`src/rtl/song_seq_pkg.sv`:
```
`default_nettype none
// ============================================================================
// song_seq_pkg : state/command encodings and song-table lookup helpers
// Revision 1.0
// ============================================================================
package song_seq_pkg;

    typedef enum logic [1:0] {
        S_IDLE  = 2'd0,
        S_PLAY  = 2'd1,
        S_PAUSE = 2'd2,
        S_GAP   = 2'd3
    } state_e;

    typedef enum logic [2:0] {
        CMD_NONE = 3'd0,
        CMD_STOP = 3'd1,
        CMD_NEXT = 3'd2,
        CMD_PREV = 3'd3,
        CMD_PLAY = 3'd4
    } cmd_e;

    localparam int c_key_stop = 0;
    localparam int c_key_next = 1;
    localparam int c_key_prev = 2;
    localparam int c_key_play = 3;

    // Pulse vector bit order is {play, prev, next, stop}; lower bits win.
    function automatic cmd_e decode_cmd(input logic [3:0] pulses);
        cmd_e cmd;
        cmd = CMD_NONE;
        if (pulses[c_key_stop])      cmd = CMD_STOP;
        else if (pulses[c_key_next]) cmd = CMD_NEXT;
        else if (pulses[c_key_prev]) cmd = CMD_PREV;
        else if (pulses[c_key_play]) cmd = CMD_PLAY;
        return cmd;
    endfunction

    // Table packs four 8-bit addresses, song 0 in the low byte.
    function automatic logic [7:0] tbl_lookup(input logic [31:0] tbl, input logic [1:0] id);
        return tbl[{id, 3'b000} +: 8];
    endfunction

endpackage
`default_nettype wire

```
`src/rtl/key_pulse.sv`:
```
`default_nettype none
// ============================================================================
// key_pulse : 2-flop synchronizer plus rising-edge detector for one key
// Revision 1.0
// ============================================================================
module key_pulse (
    input  logic CLK,
    input  logic RST,
    input  logic key,
    output logic pulse
);

    logic r_sync1;
    logic r_sync2;
    logic r_sync3;
    logic r_pulse;

    always_ff @(posedge CLK or negedge RST) begin
        if (!RST) begin
            r_sync1 <= 1'b0;
            r_sync2 <= 1'b0;
            r_sync3 <= 1'b0;
            r_pulse <= 1'b0;
        end else begin
            r_sync1 <= key;
            r_sync2 <= r_sync1;
            r_sync3 <= r_sync2;
            r_pulse <= r_sync2 & ~r_sync3;
        end
    end

    assign pulse = r_pulse;

endmodule
`default_nettype wire

```
`src/rtl/song_sequencer.sv`:
```
`default_nettype none
// ============================================================================
// song_sequencer : beat-driven note-ROM address sequencer with play/pause/stop/next/prev
// Revision 1.0
// ============================================================================
module song_sequencer
    import song_seq_pkg::*;
#(
    parameter int NUM_SONGS      = 4,
    parameter int S0_BASE        = 0,
    parameter int S0_LAST        = 138,
    parameter int S1_BASE        = 139,
    parameter int S1_LAST        = 255,
    parameter int S2_BASE        = 0,
    parameter int S2_LAST        = 63,
    parameter int S3_BASE        = 64,
    parameter int S3_LAST        = 138,
    parameter int GAP_BEATS      = 4,
    parameter int RESTART_THRESH = 8
) (
    input  logic       CLK,
    input  logic       RST,
    input  logic       BEAT_EN,
    input  logic       KEY_PLAY,
    input  logic       KEY_STOP,
    input  logic       KEY_NEXT,
    input  logic       KEY_PREV,
    input  logic       AUTO_ADV,
    output logic [7:0] ADDR,
    output logic [1:0] SONG_ID,
    output logic       PLAYING,
    output logic       MUTE,
    output logic       SONG_END
);

    localparam logic [31:0] c_base_tbl = {8'(S3_BASE), 8'(S2_BASE), 8'(S1_BASE), 8'(S0_BASE)};
    localparam logic [31:0] c_last_tbl = {8'(S3_LAST), 8'(S2_LAST), 8'(S1_LAST), 8'(S0_LAST)};
    localparam logic [1:0]  c_last_id  = 2'(NUM_SONGS - 1);
    localparam logic [2:0]  c_num      = 3'(NUM_SONGS);
    localparam logic [3:0]  c_gap      = 4'(GAP_BEATS);
    localparam logic [7:0]  c_restart  = 8'(RESTART_THRESH);

    logic [3:0] w_keys;
    logic [3:0] w_pulse;

    assign w_keys = {KEY_PLAY, KEY_PREV, KEY_NEXT, KEY_STOP};

    for (genvar gi = 0; gi < 4; gi++) begin : g_key
        key_pulse u_key (
            .CLK   (CLK),
            .RST   (RST),
            .key   (w_keys[gi]),
            .pulse (w_pulse[gi])
        );
    end

    state_e     r_state;
    logic [1:0] r_song;
    logic [7:0] r_addr;
    logic [3:0] r_gap;
    logic       r_song_end;
    logic       r_playing;
    logic       r_mute;

    cmd_e       w_cmd;
    state_e     w_state_n;
    logic [1:0] w_song_n;
    logic [7:0] w_addr_n;
    logic [3:0] w_gap_n;
    logic       w_end_n;
    logic [1:0] w_song_next;
    logic [1:0] w_song_prev;
    logic [1:0] w_song_pend;
    logic [7:0] w_base_cur;
    logic [7:0] w_last_cur;
    logic [7:0] w_offset;
    logic [3:0] w_gap_inc;

    always_comb begin
        w_cmd       = decode_cmd(w_pulse);
        w_song_next = (r_song >= c_last_id) ? 2'd0 : r_song + 2'd1;
        w_song_prev = (r_song == 2'd0) ? c_last_id : r_song - 2'd1;
        w_song_pend = AUTO_ADV ? w_song_next : r_song;
        w_base_cur  = tbl_lookup(c_base_tbl, r_song);
        w_last_cur  = tbl_lookup(c_last_tbl, r_song);
        w_offset    = r_addr - w_base_cur;
        w_gap_inc   = r_gap + 4'd1;

        w_state_n = r_state;
        w_song_n  = r_song;
        w_addr_n  = r_addr;
        w_gap_n   = r_gap;
        w_end_n   = 1'b0;

        // A command cycle never also consumes a beat.
        case (w_cmd)
            CMD_STOP: begin
                w_state_n = S_IDLE;
                w_addr_n  = w_base_cur;
                w_gap_n   = 4'd0;
            end
            CMD_NEXT, CMD_PREV: begin
                if (w_cmd == CMD_PREV && w_offset >= c_restart) begin
                    w_addr_n = w_base_cur;
                end else begin
                    w_song_n = (w_cmd == CMD_NEXT) ? w_song_next : w_song_prev;
                    w_addr_n = tbl_lookup(c_base_tbl, w_song_n);
                end
                if (r_state == S_GAP) begin
                    w_state_n = S_PLAY;
                    w_gap_n   = 4'd0;
                end
            end
            CMD_PLAY: begin
                case (r_state)
                    S_IDLE: begin
                        w_state_n = S_PLAY;
                        w_addr_n  = w_base_cur;
                    end
                    S_PLAY:  w_state_n = S_PAUSE;
                    S_PAUSE: w_state_n = S_PLAY;
                    S_GAP: begin
                        w_state_n = S_PLAY;
                        w_song_n  = w_song_pend;
                        w_addr_n  = tbl_lookup(c_base_tbl, w_song_pend);
                        w_gap_n   = 4'd0;
                    end
                    default: w_state_n = S_IDLE;
                endcase
            end
            default: begin
                if (BEAT_EN && r_state == S_PLAY) begin
                    if (r_addr == w_last_cur) begin
                        w_end_n   = 1'b1;
                        w_state_n = S_GAP;
                        w_gap_n   = 4'd0;
                    end else begin
                        w_addr_n = r_addr + 8'd1;
                    end
                end else if (BEAT_EN && r_state == S_GAP) begin
                    w_gap_n = w_gap_inc;
                    if (w_gap_inc >= c_gap) begin
                        w_state_n = S_PLAY;
                        w_song_n  = w_song_pend;
                        w_addr_n  = tbl_lookup(c_base_tbl, w_song_pend);
                        w_gap_n   = 4'd0;
                    end
                end
            end
        endcase

        // Only reachable when NUM_SONGS shrinks below the stored index.
        if ({1'b0, r_song} >= c_num) begin
            w_song_n = 2'd0;
            w_addr_n = tbl_lookup(c_base_tbl, 2'd0);
        end
    end

    always_ff @(posedge CLK or negedge RST) begin
        if (!RST) begin
            r_state    <= S_IDLE;
            r_song     <= 2'd0;
            r_addr     <= 8'(S0_BASE);
            r_gap      <= 4'd0;
            r_song_end <= 1'b0;
            r_playing  <= 1'b0;
            r_mute     <= 1'b1;
        end else begin
            r_state    <= w_state_n;
            r_song     <= w_song_n;
            r_addr     <= w_addr_n;
            r_gap      <= w_gap_n;
            r_song_end <= w_end_n;
            r_playing  <= (w_state_n == S_PLAY);
            r_mute     <= (w_state_n != S_PLAY);
        end
    end

    assign ADDR     = r_addr;
    assign SONG_ID  = r_song;
    assign PLAYING  = r_playing;
    assign MUTE     = r_mute;
    assign SONG_END = r_song_end;

endmodule
`default_nettype wire

```
`config.mk`:
```
export PLATFORM = sky130hd
export DESIGN_NAME = song_sequencer
export DESIGN_NICKNAME = d
export VERILOG_FILES = /design/src/rtl/song_seq_pkg.sv /design/src/rtl/key_pulse.sv /design/src/rtl/song_sequencer.sv
export SDC_FILE = /design/constraint.sdc
export NUM_CORES = 1
export LEC_CHECK = 0
export ABC_AREA = 0
export BUFFER_PORTS_ARGS = -buffer_cell sky130_fd_sc_hd__buf_4
export CORE_UTILIZATION = 59
export DETAILED_ROUTE_END_ITERATION = 6
export PLACE_DENSITY = 0.8
export SYNTH_ARGS = -nofsm -noshare
export SYNTH_HDL_FRONTEND = slang
export SYNTH_SLANG_ARGS = --single-unit
```
`constraint.sdc`:
```
create_clock -name CLK -period 4 [get_ports CLK]
set_clock_uncertainty 0.15 [all_clocks]
set_input_delay 0.4 -clock CLK [delete_from_list [all_inputs] [get_ports CLK]]
set_output_delay 0.4 -clock CLK [all_outputs]
set_load 0.03 [all_outputs]
```
==> results.sh <==
export IMPL_combinational_family_with_the_most_area_after_synthesis="simple AND/OR/NAND/NOR gates"
export IMPL_number_of_cells_on_the_worst_reg_to_reg_path=11
export IMPL_max_cap_violations=0
export IMPL_final_hold_vio_count=0
export IMPL_drt_first_pass_iters=4
export IMPL_detail_route_antenna_nets=0
export IMPL_worst_ep_required_time_ps=4110
export IMPL_row_count=21
export IMPL_grt_antenna_before_repair=0
export IMPL_synth_compound_area_share=0.1770
export IMPL_first_iter_violations=94
export IMPL_critPathArrivalTime_ps=3290
export IMPL_cts_buffers_inserted=5
export IMPL_commonest_cells_in_the_synthesized_netlist="sky130_fd_sc_hd__dfrtp_1, sky130_fd_sc_hd__nor2_1, sky130_fd_sc_hd__inv_1, sky130_fd_sc_hd__o21ai_0"
export IMPL_critical_path_reg2reg_endpoint="SONG_ID[0]"
export IMPL_async_sr_flop_fraction=1.000
export IMPL_holdWs_ps=212.4
export IMPL_grt_max_degree=36
export IMPL_post_synth_top_count_cell="sky130_fd_sc_hd__dfrtp_1"
export IMPL_synth_mux_area_fraction=0.02453
export IMPL_avgSynthCellArea_um2=9.963
export IMPL_fin_crit_sh=0.7969
export IMPL_cts_htree_levels=2
export IMPL_post_drt_wl_per_cell_um=14.91
export IMPL_ys_warnings_count=0
export IMPL_totalNegativeSetupSlack_ps=0
export IMPL_worst_path_max_fanout=7
export IMPL_grt_setup_unrepaired="false"
export IMPL_layout_drive_gt1_share=0.2092
export IMPL_synth_top_area_cell="sky130_fd_sc_hd__dfrtp_1"
export IMPL_post_synthesis_to_final_layout_area_growth_pct=11.51
export IMPL_timing_critical_path_from_type="flip-flop"
export IMPL_initial_core_util=0.6271
export IMPL_final_design_area_no_fill_um2=2389
export IMPL_setup_viol_count_final=0
export IMPL_worst_setup_path_startpoint="SONG_ID[1]"
export IMPL_io_pins=21
export IMPL_crit_reg2reg_launch="SONG_ID[1]"
export IMPL_die_footprint_um2=3876
export IMPL_timing_max_transition_violations_final=0
export IMPL_detail_route_drc_violations=0
export IMPL_cts_num_sinks=35
export IMPL_cell_count_after_placement=272
export IMPL_finalWorstPathRequiredPeriod_ps=3188
export IMPL_vias_per_cell=6.011
export IMPL_yosys_area_share_adder=0.05841
export IMPL_r2r_slack_ps=810
export IMPL_synth_ff_latch_count=35
export IMPL_status="finished, final reports clean"
export IMPL_ys_seq_area_frac=0.4095
export IMPL_worst_hold_path_type="flip-flop to flip-flop"
export IMPL_cts_clk_slew_worst_paths_ps=120
export IMPL_achievable_frequency_mhz=313.7
export IMPL_dp_hpwl_um=3132
export IMPL_layout_cells_non_filler=285
export IMPL_synth_fp_nets=233
export IMPL_finalWirelength_um=4250
export IMPL_insertion_delay_ps=360
export IMPL_max_slew_margin=0.5334
export IMPL_die_outline_width_um=62.26
export IMPL_area_share_of_the_leading_cell_type_in_the_synthesized_netlist=0.3972
export IMPL_die_y_um=62.26
export IMPL_post_synth_and_or_nand_nor_area_fraction=0.2348
export IMPL_ys_types=63
export IMPL_leakagePower_uw=0.001048
export IMPL_crit_type="flip-flop to flip-flop"
export IMPL_max_clock_path_buffers=2
export IMPL_detailroute_via_count=1713
export IMPL_antenna_diode_count=0
export IMPL_cts_resized=0
export IMPL_grt_pass1_wl_um=7479
export IMPL_vias_in_the_first_global_route=1654
export IMPL_ys_flop_type="sky130_fd_sc_hd__dfrtp_1"
export IMPL_gate_count_after_technology_mapping=215
export IMPL_number_of_flops_mapped_to_enable_cells_by_yosys=0
export IMPL_fp_coreArea_um2=3416
export IMPL_synth_area_top_cells="sky130_fd_sc_hd__dfrtp_1, sky130_fd_sc_hd__ha_1, sky130_fd_sc_hd__nor2_1"
export IMPL_final_estimated_routing_congestion_in_global_placement=0.8993
export IMPL_tritoncts="yes"
export IMPL_tightestPinTransition_ps=695.7
export IMPL_power_per_cell_area_nw_per_um2=595.6
export IMPL_design_final_nets=256
export IMPL_io_buffer_count=20
export IMPL_xor_xnor_fraction_of_synth_area=0.02862
export IMPL_ir_drop_worst_vdd_mv=0.2867
export IMPL_place_area_um2=2255
export IMPL_crit_path_end_kind="flip-flop"
export IMPL_grt_remaining_overflow=0
export IMPL_clock_root_buffer="sky130_fd_sc_hd__clkbuf_4"
export IMPL_groute_usage_overall=0.2461
export IMPL_mappedNetlistArea_um2=2142
export IMPL_worstSetupEndpoint="SONG_ID[0]"
placed cells by master (no fill, tap or decap), drive strengths merged, types with 5 or more instances in the layout:
cell type | Yosys | routed
nor2b | 5 | 5
dfrtp | 34 | 34
dlygate4sd3 | 0 | 5
nand4 | 5 | 5
clkbuf | 3 | 5
nand2 | 11 | 11
inv | 13 | 14
nor2 | 22 | 22
nand3 | 6 | 6
a31oi | 6 | 6
o21ai | 14 | 14
a21oi | 8 | 8
buf | 6 | 20
ha | 10 | 10
cells by family (layout without fill, tap and decap cells):
logic type,after synthesis,count (layout)
DFF,35,35
AOI/OAI and AO/OA,52,52
xor gates and xnor gates,7,7
adders and majority gates,10,10
muxes,5,5
buffers and inverters,22,46
and+or+nand+nor,84,84
area by class of cell:
| type | instances | area [um2] |
|---|---|---|
| Tap cell | 46 | 57.56 |
| Timing Repair Buffer | 25 | 200.2 |
| Sequential cell | 35 | 877.1 |
| Clock buffer | 5 | 37.54 |
| Inverter | 13 | 48.80 |
| Multi-Input combinational cell | 158 | 1121 |
| Fill cell | 269 | 1027 |
| Clock inverter | 3 | 46.29 |
how the worst min path moves through the flow:
| stage | start | to | slack (ps) | cells after the start |
|---|---|---|---|---|
| finish | g_key[0].u_key.r_sync1 | g_key[0].u_key.r_sync2 | 210 | 0 |
| detailed placement | g_key[0].u_key.r_sync1 | g_key[0].u_key.r_sync2 | 190 | 0 |
| global route | g_key[2].u_key.r_sync1 | g_key[2].u_key.r_sync2 | 230 | 0 |
| global placement | g_key[0].u_key.r_sync1 | g_key[0].u_key.r_sync2 | 180 | 0 |
| CTS | g_key[1].u_key.r_sync1 | g_key[1].u_key.r_sync2 | 220 | 0 |
| floorplan | RST | ADDR[0] | -50 | 0 |
layer usage:
| metal | part of all wire | vias to the layer above | GRT usage | wire (um) |
|---|---|---|---|---|
| met5 | 0 | - | 0 | 0 |
| met4 | 0.013 | 0 | 0.1163 | 55 |
| met3 | 0.059 | 6 | 0.05147 | 250 |
| met2 | 0.48 | 60 | 0.3860 | 2040 |
| met1 | 0.45 | 819 | 0.3257 | 1904 |
| li1 | - | 828 | - | - |
per-stage QoR:
stage | worst slack [ps] | util | power (uW)
3_5_place_dp | 880.8 | 0.6601 | 1155
5_1_grt | 594.9 | 0.6993 | 1524
3_3_place_gp | 962.5 | 0.6601 | 1146
4_1_cts | 854.0 | 0.6993 | 1427
6_report | 812.4 | 0.6993 | 1423
2_1_floorplan | 915.2 | - | 980.9
worst max-delay path, cell delays in order (launching register included):
cell,delay [ps]
sky130_fd_sc_hd__dfrtp_1,460
sky130_fd_sc_hd__inv_1,140
sky130_fd_sc_hd__ha_1,350
sky130_fd_sc_hd__xor2_1,250
sky130_fd_sc_hd__inv_1,80
sky130_fd_sc_hd__ha_1,190
sky130_fd_sc_hd__nor2_1,130
sky130_fd_sc_hd__a311oi_1,110
sky130_fd_sc_hd__or4b_4,570
sky130_fd_sc_hd__a221oi_4,300
sky130_fd_sc_hd__o21ai_1,110
sky130_fd_sc_hd__a22o_1,240
flip-flops by register name, indices dropped and copies added (netlist names), 2 cells and up:
name / cells
ADDR: 8
g_key.u_key.pulse: 4
g_key.u_key.r_sync1: 4
g_key.u_key.r_sync2: 4
g_key.u_key.r_sync3: 4
r_gap: 4
SONG_ID: 2
r_state: 2
power by group:
| part | switching (uW) | internal (uW) | total (uW) |
|---|---|---|---|
| clock | 132 | 133 | 266 |
| sequential | 92.6 | 404 | 497 |
| combinational | 375 | 285 | 660 |
repair_timing:
item	in CTS	in global routing
hold buffers	5	0
endpoints found under the hold margin	38	0
setup buffers	0	0
Power figures use the tool's default switching activity.
